===== src/rtl/mem_arbiter_if.sv =====
// ---------------------------------------------------------------------------
// mem_arbiter_if : fetch, data and memory handshake bundle for mem_arbiter
// Revision 1.0
// ---------------------------------------------------------------------------
`default_nettype none

interface mem_arbiter_if;
  logic        i_req;
  logic [31:0] i_addr;
  logic        i_flush;
  logic [31:0] i_rdata;
  logic        i_ack;
  logic        i_err;

  logic        d_req;
  logic        d_we;
  logic [31:0] d_addr;
  logic [31:0] d_wdata;
  logic [31:0] d_rdata;
  logic        d_ack;
  logic        d_err;

  logic        m_req;
  logic        m_we;
  logic [31:0] m_addr;
  logic [31:0] m_wdata;
  logic [31:0] m_rdata;
  logic        m_ready;

  // Arbiter side
  modport slave (
    input  i_req, i_addr, i_flush, d_req, d_we, d_addr, d_wdata, m_rdata, m_ready,
    output i_rdata, i_ack, i_err, d_rdata, d_ack, d_err, m_req, m_we, m_addr, m_wdata
  );

  // Requester / memory side
  modport master (
    output i_req, i_addr, i_flush, d_req, d_we, d_addr, d_wdata, m_rdata, m_ready,
    input  i_rdata, i_ack, i_err, d_rdata, d_ack, d_err, m_req, m_we, m_addr, m_wdata
  );
endinterface

`default_nettype wire


===== src/rtl/mem_arbiter.sv =====
// ---------------------------------------------------------------------------
// mem_arbiter : shares one single-port memory between fetch and data ports
// Revision 1.0
// ---------------------------------------------------------------------------
`default_nettype none

module mem_arbiter #(
  parameter int unsigned D_MAX_CONSEC = 4,
  parameter int unsigned TIMEOUT      = 64,
  parameter logic [31:0] RESET_RDATA  = 32'h0
) (
  input  logic          clk,
  input  logic          rst,
  mem_arbiter_if.slave  bus
);

  localparam int unsigned         WAIT_W     = $clog2(TIMEOUT);
  localparam logic [WAIT_W-1:0]   WAIT_LAST  = WAIT_W'(TIMEOUT - 1);
  localparam logic [WAIT_W-1:0]   WAIT_ONE   = WAIT_W'(1);
  localparam logic [3:0]          STREAK_MAX = 4'(D_MAX_CONSEC);

  typedef enum logic [1:0] {
    IDLE   = 2'd0,
    I_BUSY = 2'd1,
    D_BUSY = 2'd2,
    RESP   = 2'd3
  } state_t;

  state_t            state_q;
  logic              m_req_q;
  logic              m_we_q;
  logic [31:0]       m_addr_q;
  logic [31:0]       m_wdata_q;
  logic [31:0]       i_rdata_q;
  logic [31:0]       d_rdata_q;
  logic              i_ack_q;
  logic              i_err_q;
  logic              d_ack_q;
  logic              d_err_q;
  logic [3:0]        streak_q;
  logic [WAIT_W-1:0] wait_q;
  logic              squash_q;

  logic fetch_ok;
  logic d_win;
  logic squash_now;
  logic finish_now;

  assign fetch_ok   = bus.i_req && !bus.i_flush;
  // Data wins unless fetch has been starved for the full streak.
  assign d_win      = bus.d_req && !(fetch_ok && (streak_q == STREAK_MAX));
  assign squash_now = squash_q || bus.i_flush;
  assign finish_now = bus.m_ready || (wait_q == WAIT_LAST);

  always_ff @(posedge clk or posedge rst) begin
    if (rst) begin
      state_q   <= IDLE;
      m_req_q   <= 1'b0;
      m_we_q    <= 1'b0;
      m_addr_q  <= '0;
      m_wdata_q <= '0;
      i_rdata_q <= RESET_RDATA;
      d_rdata_q <= RESET_RDATA;
      i_ack_q   <= 1'b0;
      i_err_q   <= 1'b0;
      d_ack_q   <= 1'b0;
      d_err_q   <= 1'b0;
      streak_q  <= '0;
      wait_q    <= '0;
      squash_q  <= 1'b0;
    end else begin
      i_ack_q <= 1'b0;
      i_err_q <= 1'b0;
      d_ack_q <= 1'b0;
      d_err_q <= 1'b0;
      case (state_q)
        IDLE: begin
          if (!bus.i_req) begin
            streak_q <= '0;
          end
          if (d_win) begin
            state_q   <= D_BUSY;
            m_req_q   <= 1'b1;
            m_we_q    <= bus.d_we;
            m_addr_q  <= bus.d_addr & ~32'h3;
            m_wdata_q <= bus.d_wdata;
            wait_q    <= '0;
            if (bus.i_req && (streak_q != STREAK_MAX)) begin
              streak_q <= streak_q + 4'd1;
            end
          end else if (fetch_ok) begin
            state_q   <= I_BUSY;
            m_req_q   <= 1'b1;
            m_we_q    <= 1'b0;
            m_addr_q  <= bus.i_addr & ~32'h3;
            m_wdata_q <= '0;
            wait_q    <= '0;
            streak_q  <= '0;
            squash_q  <= 1'b0;
          end
        end
        I_BUSY, D_BUSY: begin
          if ((state_q == I_BUSY) && bus.i_flush) begin
            squash_q <= 1'b1;
          end
          if (finish_now) begin
            m_req_q <= 1'b0;
            state_q <= RESP;
            // A ready in the timeout cycle still counts as a completion.
            if (state_q == I_BUSY) begin
              if (!squash_now) begin
                i_ack_q <= bus.m_ready;
                i_err_q <= !bus.m_ready;
                if (bus.m_ready) begin
                  i_rdata_q <= bus.m_rdata;
                end
              end
            end else begin
              d_ack_q <= bus.m_ready;
              d_err_q <= !bus.m_ready;
              if (bus.m_ready && !m_we_q) begin
                d_rdata_q <= bus.m_rdata;
              end
            end
          end else begin
            wait_q <= wait_q + WAIT_ONE;
          end
        end
        RESP: begin
          state_q <= IDLE;
        end
        default: begin
          state_q <= IDLE;
        end
      endcase
    end
  end

  assign bus.m_req   = m_req_q;
  assign bus.m_we    = m_we_q;
  assign bus.m_addr  = m_addr_q;
  assign bus.m_wdata = m_wdata_q;
  assign bus.i_rdata = i_rdata_q;
  assign bus.d_rdata = d_rdata_q;
  assign bus.i_ack   = i_ack_q;
  assign bus.i_err   = i_err_q;
  assign bus.d_ack   = d_ack_q;
  assign bus.d_err   = d_err_q;

endmodule

`default_nettype wire


===== src/flat_wrapper.sv =====
// flat-port wrapper written by rule: the top's interface ports become plain ports
module mem_arbiter_flat 
#(
  parameter int unsigned D_MAX_CONSEC = 4,
  parameter int unsigned TIMEOUT      = 64,
  parameter logic [31:0] RESET_RDATA  = 32'h0
)
  (clk, rst, bus_i_req, bus_i_addr, bus_i_flush, bus_d_req, bus_d_we, bus_d_addr, bus_d_wdata, bus_m_rdata, bus_m_ready, bus_i_rdata, bus_i_ack, bus_i_err, bus_d_rdata, bus_d_ack, bus_d_err, bus_m_req, bus_m_we, bus_m_addr, bus_m_wdata);
  mem_arbiter_if bus_i ();
  input  logic clk;
  input  logic rst;
  input wire logic [$bits(bus_i.i_req)-1:0] bus_i_req;
  input wire logic [$bits(bus_i.i_addr)-1:0] bus_i_addr;
  input wire logic [$bits(bus_i.i_flush)-1:0] bus_i_flush;
  input wire logic [$bits(bus_i.d_req)-1:0] bus_d_req;
  input wire logic [$bits(bus_i.d_we)-1:0] bus_d_we;
  input wire logic [$bits(bus_i.d_addr)-1:0] bus_d_addr;
  input wire logic [$bits(bus_i.d_wdata)-1:0] bus_d_wdata;
  input wire logic [$bits(bus_i.m_rdata)-1:0] bus_m_rdata;
  input wire logic [$bits(bus_i.m_ready)-1:0] bus_m_ready;
  output wire logic [$bits(bus_i.i_rdata)-1:0] bus_i_rdata;
  output wire logic [$bits(bus_i.i_ack)-1:0] bus_i_ack;
  output wire logic [$bits(bus_i.i_err)-1:0] bus_i_err;
  output wire logic [$bits(bus_i.d_rdata)-1:0] bus_d_rdata;
  output wire logic [$bits(bus_i.d_ack)-1:0] bus_d_ack;
  output wire logic [$bits(bus_i.d_err)-1:0] bus_d_err;
  output wire logic [$bits(bus_i.m_req)-1:0] bus_m_req;
  output wire logic [$bits(bus_i.m_we)-1:0] bus_m_we;
  output wire logic [$bits(bus_i.m_addr)-1:0] bus_m_addr;
  output wire logic [$bits(bus_i.m_wdata)-1:0] bus_m_wdata;
  assign bus_i.i_req = bus_i_req;
  assign bus_i.i_addr = bus_i_addr;
  assign bus_i.i_flush = bus_i_flush;
  assign bus_i.d_req = bus_d_req;
  assign bus_i.d_we = bus_d_we;
  assign bus_i.d_addr = bus_d_addr;
  assign bus_i.d_wdata = bus_d_wdata;
  assign bus_i.m_rdata = bus_m_rdata;
  assign bus_i.m_ready = bus_m_ready;
  assign bus_i_rdata = bus_i.i_rdata;
  assign bus_i_ack = bus_i.i_ack;
  assign bus_i_err = bus_i.i_err;
  assign bus_d_rdata = bus_i.d_rdata;
  assign bus_d_ack = bus_i.d_ack;
  assign bus_d_err = bus_i.d_err;
  assign bus_m_req = bus_i.m_req;
  assign bus_m_we = bus_i.m_we;
  assign bus_m_addr = bus_i.m_addr;
  assign bus_m_wdata = bus_i.m_wdata;
  mem_arbiter #(.D_MAX_CONSEC(D_MAX_CONSEC), .TIMEOUT(TIMEOUT), .RESET_RDATA(RESET_RDATA)) u_core (.clk(clk), .rst(rst), .bus(bus_i));
endmodule

===== config.mk =====
export PLATFORM = sky130hd
export DESIGN_NAME = mem_arbiter_flat
export DESIGN_NICKNAME = d
export VERILOG_FILES = /design/src/rtl/mem_arbiter_if.sv /design/src/rtl/mem_arbiter.sv /design/src/flat_wrapper.sv
export SDC_FILE = /design/constraint.sdc
export NUM_CORES = 1
export LEC_CHECK = 0
export CAP_MARGIN = 20
export CORE_AREA = 2 2 126 115
export CTS_CLUSTER_DIAMETER = 60
export DETAILED_ROUTE_END_ITERATION = 16
export DIE_AREA = 0 0 128 117
export PLACE_DENSITY = 0.85
export SYNTH_ARGS = -nofsm -noshare
export SYNTH_HDL_FRONTEND = slang
export SYNTH_SLANG_ARGS = --single-unit

===== constraint.sdc =====
create_clock -name clk -period 9.5 [get_ports clk]
set_input_delay 2.85 -clock clk [delete_from_list [all_inputs] [get_ports clk]]
set_output_delay 2.85 -clock clk [all_outputs]
set_load 0.005 [all_outputs]

==> qor.yml <==
outcome: "finished, final reports clean"
max_freq_mhz: 200.1
io_buffers: 262
track_usage_pct: 23.26
cts.sinks: 145
critPathMaxFanout: 46
clock_latency_ns: 0.41
initial_core_util_pct: 44.97
drive_gt1_share_pct: 12.80
min_path_type: "reg -> reg"
drv_slew: 0
die_area_mm2: 0.01498
worstPathCellList: "clkdlybuf4s50_1, nand2b_4, o21ai_4, buf_4, mux2i_1, o21ai_1"
powerDensity_mw_per_mm2: 312.4
areaGrowthSynthToFinish_pct: 53.57
relSlewSlack_pct: 33.52
ctsRootBufferMaster: "clkbuf_16"
tritoncts: "built"
antenna_found_initial: 0
io_pins: 269
cts_hold_buf: 0
grt_pass1_wl_mm: 26.74
avgViaCountPerCell: 5.125
grt_pass1_vias: 5002
die_y_um: 117
finish.instance_area_mm2: 0.009494
num-nets-final: 927
fp-row-count: 41
cts_buffer_depth: 2
synth_seq_cells: 145
postCtsSetupBuffers: 0
syn_inst: 530
cpPeakStageDelay_ns: 0.66
crit_path_start_kind: "input port"
drc: 0
seq_area_frac_synth_pct: 58.69
finalCritPeriodShare_pct: 52.62
grt-ovfl-total: 0
rsz0062_at_grt: "false"
synth-edff-count: 0
n_antenna_cell: 0
yosysWarnings: 0
worstPathArrival_ns: 5.26
critPathKind: "in -> reg"
place_area_mm2: 0.008879
finalNonFillerCells: 969
fin_skew_ns: 0.009709
cts-htree-levels: 4
cp.required_ns: 9.76
drt_iter0_markers: 281
power_leakage_uw: 0.004102
ant_nets: 0
netlist_area_mm2: 0.006182
final_hold_viol_count: 0
cts_resized: 0
hpwl_mm: 12.67
yosys.cell_types.count: 46
clk_pin_slew_ns: 0.05
worst_pin_slew_ns: 0.9971
dp_cells: 937
synthArstFlopShare_pct: 100.0
routed-via-count: 4966
avgRoutedWirePerCell_um: 17.98
end_kind: "flip-flop"
fin_tns_setup_ns: 0
ir_drop_v: 0.0001554
cap_violations: 0
coreArea_mm2: 0.01375
crit_family: "buffers and inverters"
cts_buffers: 17
wirelength_mm: 17.42
die_w_um: 128
avgSynthCellArea_um2: 11.66
setup_viol: 0
ys.flop_type: "dfrtp_1"
grt_max_degree: 79
gp_congestion: 0.8748
fin_crit_ns: 4.999
first_pass_iters: 4
cp.buffers_inverters: 2
slowest_stage: "clkdlybuf4s50_1"
-- synthesized netlist by cell type (2+ instances only) --
| master | n | area, um2 |
|---|---|---|
| mux2i_1 | 31 | 310.3 |
| a21oi_1 | 6 | 30.03 |
| nor3_1 | 2 | 10.01 |
| nand2_1 | 105 | 394.1 |
| nor2b_1 | 3 | 18.77 |
| nand3_1 | 7 | 35.03 |
| nor2_1 | 8 | 30.03 |
| dfrtp_1 | 145 | 3628 |
| a41oi_1 | 3 | 26.28 |
| mux2_1 | 2 | 22.52 |
| o31ai_1 | 2 | 15.01 |
| buf_12 | 2 | 40.04 |
| and3_1 | 2 | 12.51 |
| buf_4 | 2 | 15.01 |
| a31oi_1 | 3 | 18.77 |
| nand4_1 | 2 | 12.51 |
| inv_1 | 9 | 33.78 |
| o21ai_1 | 30 | 150.1 |
| nand3b_1 | 2 | 15.01 |
| o21a_1 | 2 | 15.01 |
| buf_2 | 19 | 95.09 |
| ha_1 | 8 | 100.1 |
| mux2_2 | 62 | 698.2 |
| clkbuf_1 | 8 | 30.03 |
| o21ai_0 | 44 | 220.2 |
-- logic make-up (layout without fill, tap and decap cells) --
kind of cell,count (synthesis),count (layout),share of synthesized area (%)
and+or+nand+nor,138,138,9.533
DFF,145,145,58.69
adders and majority gates,8,8,1.619
muxes,95,95,16.68
buffers and inverters,42,308,3.886
other,1,2,0.06066
AOI/OAI and AO/OA,101,101,9.533
-- path summary, 6_finish.rpt --
check,startpoint,endpoint,slack [ns],depth (start not counted)
min reg2reg,u_core.bus.m_wdata[7],u_core.bus.m_wdata[7],0.48,2
max reg2reg,u_core.streak_q[0],u_core.bus.m_addr[4],6.94,7
min in group asynchronous,rst,u_core.bus.i_rdata[15],2.89,2
max,bus_i_req,u_core.bus.m_addr[4],4.50,6
max in group asynchronous,rst,u_core.bus.i_rdata[13],5.14,3
min,u_core.bus.m_wdata[7],u_core.bus.m_wdata[7],0.48,2
-- placed cells by master (no fill, tap or decap), drive strengths merged, types with 2 or more instances in the layout --
cell type / instances
a31oi: 4
nand3b: 2
dfrtp: 145
nand4: 2
nand2: 105
nor2b: 3
clkdlybuf4s50: 262
conb: 2
inv: 9
mux2i: 31
o21ai: 75
clkbuf: 29
mux2: 64
nand3: 7
ha: 8
nor2: 8
a41oi: 3
nor3: 2
buf: 5
o21a: 2
bufinv: 2
a21oi: 7
and3: 2
o31ai: 2
nand2b: 2
-- layer usage --
| layer | routed length [um] | GRT usage, % | up-vias |
|---|---|---|---|
| li1 | - | - | 2342 |
| met1 | 7085 | 28.44 | 2468 |
| met2 | 9292 | 41.43 | 126 |
| met3 | 658 | 5.318 | 30 |
| met4 | 386 | 7.326 | 0 |
| met5 | 0 | 0 | - |
-- registers in the layout (all words and copies together), names as in the netlist --
register,count
u_core.bus.d_ack,1
u_core.streak_q,4
u_core.bus.m_addr,30
u_core.bus.i_err,1
u_core.bus.m_we,1
u_core.squash_q,1
u_core.bus.d_err,1
u_core.bus.m_wdata,32
u_core.bus.i_rdata,32
u_core.bus.d_rdata,32
u_core.state_q,2
u_core.wait_q,6
u_core.bus.i_ack,1
u_core.bus.m_req,1
-- per-stage QoR --
step	power [uW]	hold slack, ns	worst slack, ns	utilization (%)
floorplan	1545	0.4589	2.755	-
global placement	2228	0.4628	4.234	64.58
detailed placement	2293	0.4693	4.094	64.58
CTS	2989	0.4820	4.533	69.06
global route	3141	0.5138	4.330	69.06
finish	2966	0.4771	4.501	69.06
-- worst min-delay path: cells and delay by family, from the launching register on --
| kind | cells | cell delay [ns] |
|---|---|---|
| AOI/OAI and AO/OA | 1 | 0.06 |
| and+or+nand+nor | 1 | 0.04 |
| DFF | 1 | 0.34 |
-- where the power goes --
group	total (uW)	internal, uW	switching, uW
sequential	1070	905	163
clock	683	443	240
combinational	1220	731	484
total	2970	2080	886
-- final cells by class --
| class | instances | area (um2) |
|---|---|---|
| clock buffers | 29 | 550.5 |
| well taps | 172 | 215.2 |
| repair buffers | 267 | 2660 |
| fillers | 963 | 4254 |
| flip-flops and latches | 145 | 3628 |
| inverters | 9 | 38.79 |
| clock inverters | 3 | 65.06 |
| multi-input cells | 344 | 2336 |
(Power assumes the default switching activity.)
